$ cat config.mk
export PLATFORM = sky130hd
export DESIGN_NAME = isolation_tree_scorer
export DESIGN_NICKNAME = d
export VERILOG_FILES = /design/src/rtl/itree_pkg.sv /design/src/rtl/itree_node_table.sv /design/src/rtl/isolation_tree_scorer.sv
export SDC_FILE = /design/constraint.sdc
export NUM_CORES = 1
export LEC_CHECK = 0
export CORE_MARGIN = 1
export CORE_UTILIZATION = 42
export DETAILED_ROUTE_END_ITERATION = 8
export PLACE_DENSITY = 0.63
export SLEW_MARGIN = 10
export SYNTH_ARGS = -nofsm -noshare
export SYNTH_HDL_FRONTEND = slang
export SYNTH_HIERARCHICAL = 1
export SYNTH_SLANG_ARGS = --single-unit
$ cat constraint.sdc
create_clock -name clk -period 5 [get_ports clk]
set_input_delay 1 -clock clk [delete_from_list [all_inputs] [get_ports clk]]
set_output_delay 1 -clock clk [all_outputs]
set_load 0.02 [all_outputs]
$ cat src/rtl/itree_pkg.sv
// Shared types and derived-size helpers for the isolation tree scorer.
// Contents:
//   state_t  - scorer FSM state (IDLE / WALK / DONE)
//   node_t   - one node-table entry {threshold, leaf, adj}
//   node_count/addr_w/path_w - sizes derived from tree depth and adj width
package itree_pkg;

    // node_t fields are sized by these widths. The top-level DATA_WIDTH and
    // ADJ_W parameters default to them and must stay equal to them.
    localparam int ITREE_DATA_W = 8;
    localparam int ITREE_ADJ_W  = 4;

    typedef enum logic [1:0] {
        IDLE = 2'd0,
        WALK = 2'd1,
        DONE = 2'd2
    } state_t;

    typedef struct packed {
        logic [ITREE_DATA_W-1:0] threshold;
        logic                    leaf;
        logic [ITREE_ADJ_W-1:0]  adj;
    } node_t;

    // A full binary tree of depth D has 2^(D+1)-1 nodes.
    function automatic int node_count(input int depth);
        return (1 << (depth + 1)) - 1;
    endfunction

    function automatic int addr_w(input int depth);
        return $clog2(node_count(depth));
    endfunction

    // Wide enough for the deepest leaf plus the largest adjustment.
    function automatic int path_w(input int depth, input int adj_w);
        return $clog2(depth + (1 << adj_w));
    endfunction

endpackage

$ cat src/rtl/itree_node_table.sv
// Node table for the isolation tree scorer.
// Holds NODE_COUNT entries, with one synchronous write port and one
// asynchronous read port. Reset clears every entry to
// {threshold=0, leaf=0, adj=0}.
// Ports:
//   clk, reset  - clock; asynchronous active-low reset
//   we          - write strobe (already qualified by the caller)
//   wr_addr     - entry to write, wr_node - data to write
//   rd_addr     - entry to read, rd_node - combinational read data
module itree_node_table
    import itree_pkg::*;
#(
    parameter int NODE_COUNT = 31,
    parameter int ADDR_W     = 5
) (
    input  logic              clk,
    input  logic              reset,
    input  logic              we,
    input  logic [ADDR_W-1:0] wr_addr,
    input  node_t             wr_node,
    input  logic [ADDR_W-1:0] rd_addr,
    output node_t             rd_node
);

    node_t table_q [NODE_COUNT];

    always_ff @(posedge clk or negedge reset) begin
        if (!reset) begin
            for (int i = 0; i < NODE_COUNT; i++) begin
                table_q[i] <= '0;
            end
        end else if (we) begin
            table_q[wr_addr] <= wr_node;
        end
    end

    assign rd_node = table_q[rd_addr];

endmodule

$ cat src/rtl/isolation_tree_scorer.sv
// Isolation tree scorer.
// It accepts a sample on the data_ready pulse and then walks the node table
// one node per cycle. When it reaches a leaf it reports the path length and
// an anomaly flag, and pulses data_processed back to the input buffer.
// Ports:
//   clk, reset              - clock; asynchronous active-low reset
//   data_in, data_ready     - sample and its one-cycle valid pulse
//   data_processed          - one-cycle acknowledge to the buffer
//   cfg_we/addr/threshold/leaf/adj - node-table write port
//   cfg_reject              - one-cycle pulse: a write was dropped
//   score_valid             - one-cycle pulse: path_length/anomaly are valid
//   path_length, anomaly    - result, held until the next score
//   busy                    - the FSM is not in IDLE
//   overrun                 - sticky: a sample arrived while busy and was dropped
//
// state | meaning
// IDLE  | waiting for data_ready; configuration writes accepted
// WALK  | visiting one node per cycle until a leaf or the maximum depth
// DONE  | score_valid/data_processed pulse; returns to IDLE
module isolation_tree_scorer
    import itree_pkg::*;
#(
    parameter  int DATA_WIDTH  = ITREE_DATA_W,
    parameter  int TREE_DEPTH  = 4,
    parameter  int ADJ_W       = ITREE_ADJ_W,
    parameter  int ANOMALY_LEN = 3,
    localparam int NODE_COUNT  = node_count(TREE_DEPTH),
    localparam int ADDR_W      = addr_w(TREE_DEPTH),
    localparam int PATH_W      = path_w(TREE_DEPTH, ADJ_W)
) (
    input  logic                  clk,
    input  logic                  reset,
    input  logic [DATA_WIDTH-1:0] data_in,
    input  logic                  data_ready,
    output logic                  data_processed,
    input  logic                  cfg_we,
    input  logic [ADDR_W-1:0]     cfg_addr,
    input  logic [DATA_WIDTH-1:0] cfg_threshold,
    input  logic                  cfg_leaf,
    input  logic [ADJ_W-1:0]      cfg_adj,
    output logic                  cfg_reject,
    output logic                  score_valid,
    output logic [PATH_W-1:0]     path_length,
    output logic                  anomaly,
    output logic                  busy,
    output logic                  overrun
);

    localparam int DEPTH_W = $clog2(TREE_DEPTH + 1);

    // NODE_COUNT is always 2^ADDR_W - 1, so the last legal address fits in ADDR_W bits.
    localparam logic [ADDR_W-1:0]  LAST_ADDR   = ADDR_W'(NODE_COUNT - 1);
    localparam logic [DEPTH_W-1:0] MAX_DEPTH   = DEPTH_W'(TREE_DEPTH);
    localparam logic [PATH_W-1:0]  ANOMALY_MAX = PATH_W'(ANOMALY_LEN);

    state_t                  state_q;
    logic [DATA_WIDTH-1:0]   sample_q;
    logic [ADDR_W-1:0]       idx_q;
    logic [DEPTH_W-1:0]      depth_q;

    node_t                   node;
    node_t                   wr_node;
    logic                    table_we;
    logic                    at_leaf;
    logic [PATH_W-1:0]       leaf_path;
    logic [ADDR_W-1:0]       child_idx;

    // The write commits on the same edge that accepts a sample, so the walk
    // that starts on the next cycle already sees the updated entry.
    assign table_we = cfg_we && (state_q == IDLE) && (cfg_addr <= LAST_ADDR);

    always_comb begin
        wr_node           = '0;
        wr_node.threshold = cfg_threshold;
        wr_node.leaf      = cfg_leaf;
        wr_node.adj       = cfg_adj;
    end

    itree_node_table #(
        .NODE_COUNT (NODE_COUNT),
        .ADDR_W     (ADDR_W)
    ) u_node_table (
        .clk     (clk),
        .reset   (reset),
        .we      (table_we),
        .wr_addr (cfg_addr),
        .wr_node (wr_node),
        .rd_addr (idx_q),
        .rd_node (node)
    );

    assign at_leaf   = node.leaf || (depth_q == MAX_DEPTH);
    assign leaf_path = PATH_W'(depth_q) + PATH_W'(node.adj);

    // Children of node i are 2i+1 (left, sample < threshold) and 2i+2 (right).
    // This is only used below MAX_DEPTH, where the dropped top bit of idx is zero.
    assign child_idx = {idx_q[ADDR_W-2:0], 1'b0}
                     + ((sample_q < node.threshold) ? ADDR_W'(1) : ADDR_W'(2));

    always_ff @(posedge clk or negedge reset) begin
        if (!reset) begin
            state_q        <= IDLE;
            sample_q       <= '0;
            idx_q          <= '0;
            depth_q        <= '0;
            score_valid    <= 1'b0;
            data_processed <= 1'b0;
            path_length    <= '0;
            anomaly        <= 1'b0;
            busy           <= 1'b0;
            overrun        <= 1'b0;
            cfg_reject     <= 1'b0;
        end else begin
            score_valid    <= 1'b0;
            data_processed <= 1'b0;
            cfg_reject     <= cfg_we && ((state_q != IDLE) || (cfg_addr > LAST_ADDR));

            case (state_q)
                IDLE: begin
                    if (data_ready) begin
                        sample_q <= data_in;
                        idx_q    <= '0;
                        depth_q  <= '0;
                        busy     <= 1'b1;
                        state_q  <= WALK;
                    end
                end
                WALK: begin
                    if (data_ready) begin
                        overrun <= 1'b1;
                    end
                    if (at_leaf) begin
                        path_length    <= leaf_path;
                        anomaly        <= (leaf_path <= ANOMALY_MAX);
                        score_valid    <= 1'b1;
                        data_processed <= 1'b1;
                        state_q        <= DONE;
                    end else begin
                        idx_q   <= child_idx;
                        depth_q <= depth_q + DEPTH_W'(1);
                    end
                end
                DONE: begin
                    if (data_ready) begin
                        overrun <= 1'b1;
                    end
                    busy    <= 1'b0;
                    state_q <= IDLE;
                end
                default: begin
                    busy    <= 1'b0;
                    state_q <= IDLE;
                end
            endcase
        end
    end

endmodule

==> flow_metrics.env, run 1 <==
export IMPL_yosys_area_top_type_share_pct=53.3
export IMPL_grt_pass1_wl_um=78200
export IMPL_final_setup_tns_ns=0
export IMPL_grt_pass1_vias=12365
export IMPL_syn_nets=1508
export IMPL_layout_min_cycle_time_ns=3.94
export IMPL_globalRoute_totalOverflow=0
export IMPL_synth_edff_count=0
export IMPL_synth_top_cells_by_area="sky130_fd_sc_hd__dfrtp_1 (53%), sky130_fd_sc_hd__mux2_2 (20%), sky130_fd_sc_hd__mux2i_1 (7.1%)"
export IMPL_commonest_non_fill_non_tap_cells_in_the_layout="sky130_fd_sc_hd__dfrtp_1 (428), sky130_fd_sc_hd__mux2_2 (361), sky130_fd_sc_hd__mux2i_1 (143), sky130_fd_sc_hd__mux2_1 (53), sky130_fd_sc_hd__clkbuf_16 (47)"
export IMPL_drt_total_wl_um=50500
export IMPL_final_max_slew_violation_count=0
export IMPL_cts_setup_buffers=0
export IMPL_ys_async_sr_fraction_pct=100
export IMPL_global_placement_routability_congestion=0.882
export IMPL_routed_via_count=11937
export IMPL_grt_max_degree=111
export IMPL_power_density_nw_per_um2=548
export IMPL_p_int_uw=8490
export IMPL_worstHoldPathType="input pin to async pin"
export IMPL_chipWidth_um=221
export IMPL_coreArea_sq_um=47600
export IMPL_final_setup_skew_ns=0.0153
export IMPL_worst_path_max_delay_cell="sky130_fd_sc_hd__dfrtp_4"
export IMPL_syn_cell_area_sq_um=20200
export IMPL_seq_power_share_pct=41.7
export IMPL_total_clock_buffers_created_by_cts=45
export IMPL_crit_chain="nand2b_1, o22ai_1, nor4_1, buf_4, a211oi_2, inv_1, ha_1, or4_4, a21oi_2, o31ai_2, ha_1, ha_1, a22o_1"
export IMPL_rsz0062_at_grt="no"
export IMPL_layout_cells_non_filler=2108
export IMPL_worst_path_dominant_cell_family="simple AND/OR/NAND/NOR gates"
export IMPL_timing_max_cap_violations=0
export IMPL_path_class="register to register"
export IMPL_fin_nets=1503
export IMPL_clk_pin_slew_worst_paths_ns=0.06
export IMPL_final_period_utilization_pct=78.8
export IMPL_htreeDepth=2
export IMPL_synth_yosys_seq_area_share_pct=53.3
export IMPL_yosys_warnings=6
export IMPL_ctsHoldBuffers=0
export IMPL_clock_fmax_ghz=0.254
export IMPL_cts_resized=0
export IMPL_io_pins=41
export IMPL_pre_cts_ws_ns=1.08
export IMPL_portBuffers=40
export IMPL_power_share_combinational_pct=29.4
export IMPL_worstPathRequired_ns=5.47
export IMPL_dp_wirelength_um=32700
export IMPL_syn_instance_count=1461
export IMPL_biggest_fanout_along_the_worst_timing_path=41
export IMPL_worst_slack_ns=1.06
export IMPL_path_buf_inv=2
export IMPL_synth_distinct_cells=53
export IMPL_area_growth_pct=11.9
export IMPL_cpMostUsedCell="sky130_fd_sc_hd__ha_1"
export IMPL_final_hold_viol_count=0
export IMPL_swShare_pct=31.6
export IMPL_worst_setup_path_end_kind="register"
export IMPL_clock_tree_from_tritoncts="yes"
export IMPL_dieHeight_um=221
export IMPL_placementRows=80
export IMPL_postRouteAntennaNets=0
export IMPL_power_switching_uw=3920
export IMPL_syn_area_per_cell_sq_um=13.8
export IMPL_grt_total_usage_pct=21.1
export IMPL_die_area_sq_um=49100
export IMPL_synth_top_area_cell="sky130_fd_sc_hd__dfrtp_1"
export IMPL_num_antenna_cells=0
export IMPL_placed_cells_incl_taps=2024
export IMPL_dr_first_iter_drc_count=782
export IMPL_total_clock_sinks=431
export IMPL_count_of_tritonroute_iterations_in_the_first_routing_pass=5
export IMPL_cellLeakagePower_uw=0.0101
export IMPL_clock_power_share_pct=28.9
export IMPL_initial_util_pct=42.5
export IMPL_result_of_the_run="completed"
export IMPL_final_common_cell="sky130_fd_sc_hd__dfrtp_1"
export IMPL_clock_root_buffer="sky130_fd_sc_hd__clkbuf_16"
export IMPL_insertion_delay_ns=0.58
export IMPL_start_kind="register"
export IMPL_layout_drive_gt1_share_pct=36.2
export IMPL_worst_r2r_path_depth=13
export IMPL_vdd_drop_max_mv=0.287
export IMPL_critical_path_max_stage_delay_ns=0.84
export IMPL_max_slew_worst_pin_slew_ns=1.00
export IMPL_most_instantiated_flip_flop_cell_in_the_synthesis_netlist="sky130_fd_sc_hd__dfrtp_1"
export IMPL_worst_slew_margin_rel_pct=32.6
export IMPL_detail_route_vias_per_cell=5.66
export IMPL_setup_violations_final=0
export IMPL_drt_drc_violations_left=0
export IMPL_timing_critical_path_arrival_ns=4.41
export IMPL_cp_num_cells=13
export IMPL_clk_path_buf_depth=3
export IMPL_antenna_violations_before_repair=0
export IMPL_routed_length_per_instance_um=24.0
export IMPL_yosys_register_bits=431
==> power by group through the flow <==
| stage | Sequential (uW) | Clock, uW | Combinational [uW] |
|---|---|---|---|
| floorplan | 4950 | 0 | 2760 |
| global placement | 5180 | 0 | 3570 |
| detailed placement | 5230 | 0 | 3650 |
| CTS | 5170 | 3680 | 3670 |
| global route | 5300 | 3810 | 3940 |
| finish | 5170 | 3590 | 3650 |
==> final timing paths <==
path	start	slack (ns)	to
worst max-delay path	idx_q[2]	1.06	idx_q[2]
worst min-delay path	reset	0.46	u_node_table/table_q[265]
worst max register to register	idx_q[2]	1.06	idx_q[2]
worst min register to register	overrun	0.46	overrun
max in group asynchronous	reset	3.35	u_node_table/table_q[329]
min in group clk	overrun	0.46	overrun
==> kinds of logic (layout without fill, tap and decap cells) <==
family | after synthesis | in the layout | synth area share [%]
muxes | 583 | 583 | 33.0
adders and majority gates | 17 | 17 | 1.09
and+or+nand+nor | 127 | 127 | 3.54
DFF | 431 | 431 | 53.3
AOI/OAI and AO/OA | 149 | 149 | 5.16
buffers and inverters | 149 | 181 | 3.67
xor gates and xnor gates | 5 | 5 | 0.216
==> metrics by stage <==
stage          util, %  hold slack (ns)  area, sq um  power [uW]
6_report          47.5            0.458        22600       12400
5_1_grt           47.5            0.492        22600       13100
4_1_cts           47.5            0.471        22600       12500
3_5_place_dp      44.1            0.453        21000        8880
3_3_place_gp      44.1            0.437        21000        8750
2_1_floorplan        -            0.447        20200        7710
==> routing by layer <==
metal / vias up / track usage, % / part of all wire (%) / routed length [um]
li1: 5330 / - / - / -
met1: 6301 / 29.6 / 46 / 23200
met2: 236 / 33.2 / 47 / 23600
met3: 70 / 3.63 / 4.8 / 2410
met4: 0 / 7.08 / 2.7 / 1350
met5: - / 0 / 0 / 0
==> registers in the layout, summed over array words and instances, names as in the netlist, 2 cells and up <==
| signal | cells |
|---|---|
| depth_q | 3 |
| idx_q | 5 |
| path_length | 5 |
| sample_q | 8 |
| state_q | 2 |
| u_node_table/table_q | 403 |
==> Yosys cell counts (3+ instances only) <==
library cell and number:
sky130_fd_sc_hd__dfrtp_1 431, sky130_fd_sc_hd__mux2_2 361, sky130_fd_sc_hd__mux2i_1 143, sky130_fd_sc_hd__mux2_1 53, sky130_fd_sc_hd__clkbuf_1 51, sky130_fd_sc_hd__o22ai_1 40, sky130_fd_sc_hd__buf_2 36, sky130_fd_sc_hd__nand2_1 30
sky130_fd_sc_hd__buf_4 29, sky130_fd_sc_hd__inv_1 26, sky130_fd_sc_hd__mux4_2 26, sky130_fd_sc_hd__o221ai_1 26, sky130_fd_sc_hd__nor2_1 21, sky130_fd_sc_hd__a21oi_1 20, sky130_fd_sc_hd__ha_1 16, sky130_fd_sc_hd__nor3_1 14
sky130_fd_sc_hd__o211ai_1 14, sky130_fd_sc_hd__o21ai_0 14, sky130_fd_sc_hd__nor4_1 13, sky130_fd_sc_hd__nor2_2 10, sky130_fd_sc_hd__a211oi_1 9, sky130_fd_sc_hd__nand2b_1 6, sky130_fd_sc_hd__o21ai_1 6, sky130_fd_sc_hd__nand3_1 5
sky130_fd_sc_hd__a211oi_2 4, sky130_fd_sc_hd__buf_6 4, sky130_fd_sc_hd__nand3b_1 4, sky130_fd_sc_hd__nor2_4 4, sky130_fd_sc_hd__nor3b_2 4, sky130_fd_sc_hd__xnor2_1 4, sky130_fd_sc_hd__a21oi_2 3, sky130_fd_sc_hd__a22o_1 3
sky130_fd_sc_hd__nor2b_1 3
==> final cells by class <==
| cell class | instances | area [sq um] |
|---|---|---|
| Clock buffer | 62 | 1330 |
| Clock inverter | 22 | 272 |
| Fill cell | 4184 | 25000 |
| Inverter | 28 | 105 |
| Multi-Input combinational cell | 881 | 8700 |
| Sequential cell | 431 | 10800 |
| Tap cell | 615 | 769 |
| Timing Repair Buffer | 69 | 661 |
Note: power is estimated with default switching activity, not from simulation.
==> run 2, diff against run 1 <==
==> constraint.sdc (replaced) <==
create_clock -name clk -period 4 [get_ports clk]
set_input_delay 0.8 -clock clk [delete_from_list [all_inputs] [get_ports clk]]
set_output_delay 0.8 -clock clk [all_outputs]
set_load 0.02 [all_outputs]
==> run 2 against run 1 <==
Critical path depth unchanged. Final cell count up 1.4%. Non-clock buffer count up 30. Design area up 0.72%. First-iteration DRC count up 28%. Highest routed layer unchanged.
==> flow_metrics.env, run 2 (synthesized netlist as in run 1, its figures left out) <==
export IMPL_grt_pass1_vias=12648
export IMPL_dr_first_iter_drc_count=1001
export IMPL_antenna_violations_before_repair=0
export IMPL_area_growth_pct=12.7
export IMPL_critical_path_max_stage_delay_ns=0.53
export IMPL_biggestRegsByFlops="u_node_table/table_q: 403 flops, sample_q: 8 flops"
export IMPL_postRouteAntennaNets=0
export IMPL_worst_r2r_path_depth=13
export IMPL_max_flop_register="u_node_table/table_q"
export IMPL_clock_root_buffer="sky130_fd_sc_hd__clkbuf_16"
export IMPL_grt_pass1_wl_um=80200
export IMPL_cpMostUsedCell="sky130_fd_sc_hd__ha_1"
export IMPL_vdd_drop_max_mv=0.312
export IMPL_globalRoute_totalOverflow=0
export IMPL_timing_max_cap_violations=0
export IMPL_commonest_non_fill_non_tap_cells_in_the_layout="sky130_fd_sc_hd__dfrtp_1 (428), sky130_fd_sc_hd__mux2_2 (361), sky130_fd_sc_hd__mux2i_1 (143), sky130_fd_sc_hd__mux2_1 (53), sky130_fd_sc_hd__buf_4 (51)"
export IMPL_drt_total_wl_um=51800
export IMPL_setup_violations_final=0
export IMPL_final_max_slew_violation_count=0
export IMPL_insertion_delay_ns=0.57
export IMPL_coreArea_sq_um=47600
export IMPL_regToRegSetupSlack_ns=0.32
export IMPL_path_class="register to register"
export IMPL_worst_slew_margin_rel_pct=38.4
export IMPL_grt_total_usage_pct=21.6
export IMPL_cts_resized=0
export IMPL_largest_register_ff_count=403
export IMPL_cellLeakagePower_uw=0.0103
export IMPL_power_density_nw_per_um2=678
export IMPL_worstPathRequired_ns=4.46
export IMPL_final_setup_skew_ns=0.0178
export IMPL_max_slew_worst_pin_slew_ns=0.918
export IMPL_result_of_the_run="completed"
export IMPL_fillers=4169
export IMPL_clk_pin_slew_worst_paths_ns=0.06
export IMPL_chipWidth_um=221
export IMPL_crit_reg2reg_launch="idx_q[1]"
export IMPL_initial_util_pct=42.5
export IMPL_drt_drc_violations_left=0
export IMPL_layout_drive_gt1_share_pct=37.1
export IMPL_worst_path_max_delay_cell="sky130_fd_sc_hd__or4_4"
export IMPL_portBuffers=40
export IMPL_total_clock_buffers_created_by_cts=46
export IMPL_final_hold_viol_count=0
export IMPL_timing_critical_path_arrival_ns=4.14
export IMPL_crit_chain="buf_12, nand2_1, o22ai_1, nor3_1, a211oi_2, inv_1, ha_1, or4_4, a21oi_2, o31ai_2, ha_1, ha_1, a22o_1"
export IMPL_worstHoldPathType="input pin to async pin"
export IMPL_placementRows=80
export IMPL_worst_setup_path_end_kind="register"
export IMPL_clk_path_buf_depth=3
export IMPL_dieHeight_um=221
export IMPL_die_area_sq_um=49100
export IMPL_timing_rr_end="idx_q[2]"
export IMPL_design_power_total_uw=15500
export IMPL_global_placement_routability_congestion=0.868
export IMPL_grt_max_degree=97
export IMPL_final_period_utilization_pct=91.9
export IMPL_detail_route_vias_per_cell=5.74
export IMPL_clock_fmax_ghz=0.272
export IMPL_routed_length_per_instance_um=24.2
export IMPL_dp_wirelength_um=33200
export IMPL_htreeDepth=2
export IMPL_final_setup_tns_ns=0
export IMPL_routed_via_count=12257
export IMPL_ctsHoldBuffers=0
export IMPL_fin_nets=1534
export IMPL_layout_min_cycle_time_ns=3.68
export IMPL_io_pins=41
export IMPL_biggest_fanout_along_the_worst_timing_path=35
export IMPL_total_clock_sinks=431
export IMPL_clock_tree_from_tritoncts="yes"
export IMPL_cts_setup_buffers=0
export IMPL_rsz0062_at_grt="no"
export IMPL_final_common_cell="sky130_fd_sc_hd__dfrtp_1"
export IMPL_start_kind="register"
export IMPL_count_of_tritonroute_iterations_in_the_first_routing_pass=5
export IMPL_num_antenna_cells=0
-- run 2: area by class of cell --
class / instances / area, sq um / area share [%]
clock buffer: 71 / 1380 / 6.04
multi-input combinational: 881 / 8700 / 38.2
tap: 615 / 769 / 3.37
sequential: 431 / 10800 / 47.3
inverter: 28 / 105 / 0.461
clock inverter: 12 / 139 / 0.609
timing repair buffer: 99 / 913 / 4.01
-- run 2: how the worst max path moves through the flow --
stage / to / cells past startpoint / start / slack, ns
after floorplan: idx_q[2] / 14 / idx_q[2] / 0.77
after global placement: idx_q[2] / 13 / idx_q[1] / 0.32
after detailed placement: idx_q[2] / 13 / idx_q[1] / 0.31
after CTS: idx_q[2] / 13 / idx_q[1] / 0.30
after global routing: idx_q[2] / 13 / idx_q[1] / 0.15
final: idx_q[2] / 13 / idx_q[1] / 0.32
-- run 2: routing by layer --
layer,routed length [um],GRT usage (%)
met1,23700,30.1
met2,23800,33.5
met3,2730,4.12
met4,1610,8.00
met5,0,0
-- run 2: metrics by stage --
stage	util (%)	setup slack, ns	cell area, sq um	std cells	hold WS, ns
finish	47.9	0.324	22800	2137	0.285
global route	47.9	0.153	22800	2137	0.331
CTS	47.9	0.298	22800	2137	0.304
detailed placement	44.7	0.309	21300	2054	0.455
global placement	44.7	0.320	21300	2054	0.442
floorplan	-	0.769	20200	1461	0.447
-- run 2: worst max-delay path, delay by kind of cell (launching register included) --
family | cells | cell delay, ns
AOI/OAI and AO/OA | 5 | 0.98
adders and majority gates | 3 | 0.67
buffers and inverters | 2 | 0.34
DFF | 1 | 0.50
and+or+nand+nor | 3 | 1.07
-- run 2: power breakdown --
| part | switching [uW] | internal [uW] |
|---|---|---|
| combinational | 2430 | 2330 |
| clock | 1720 | 2550 |
| sequential | 772 | 5650 |
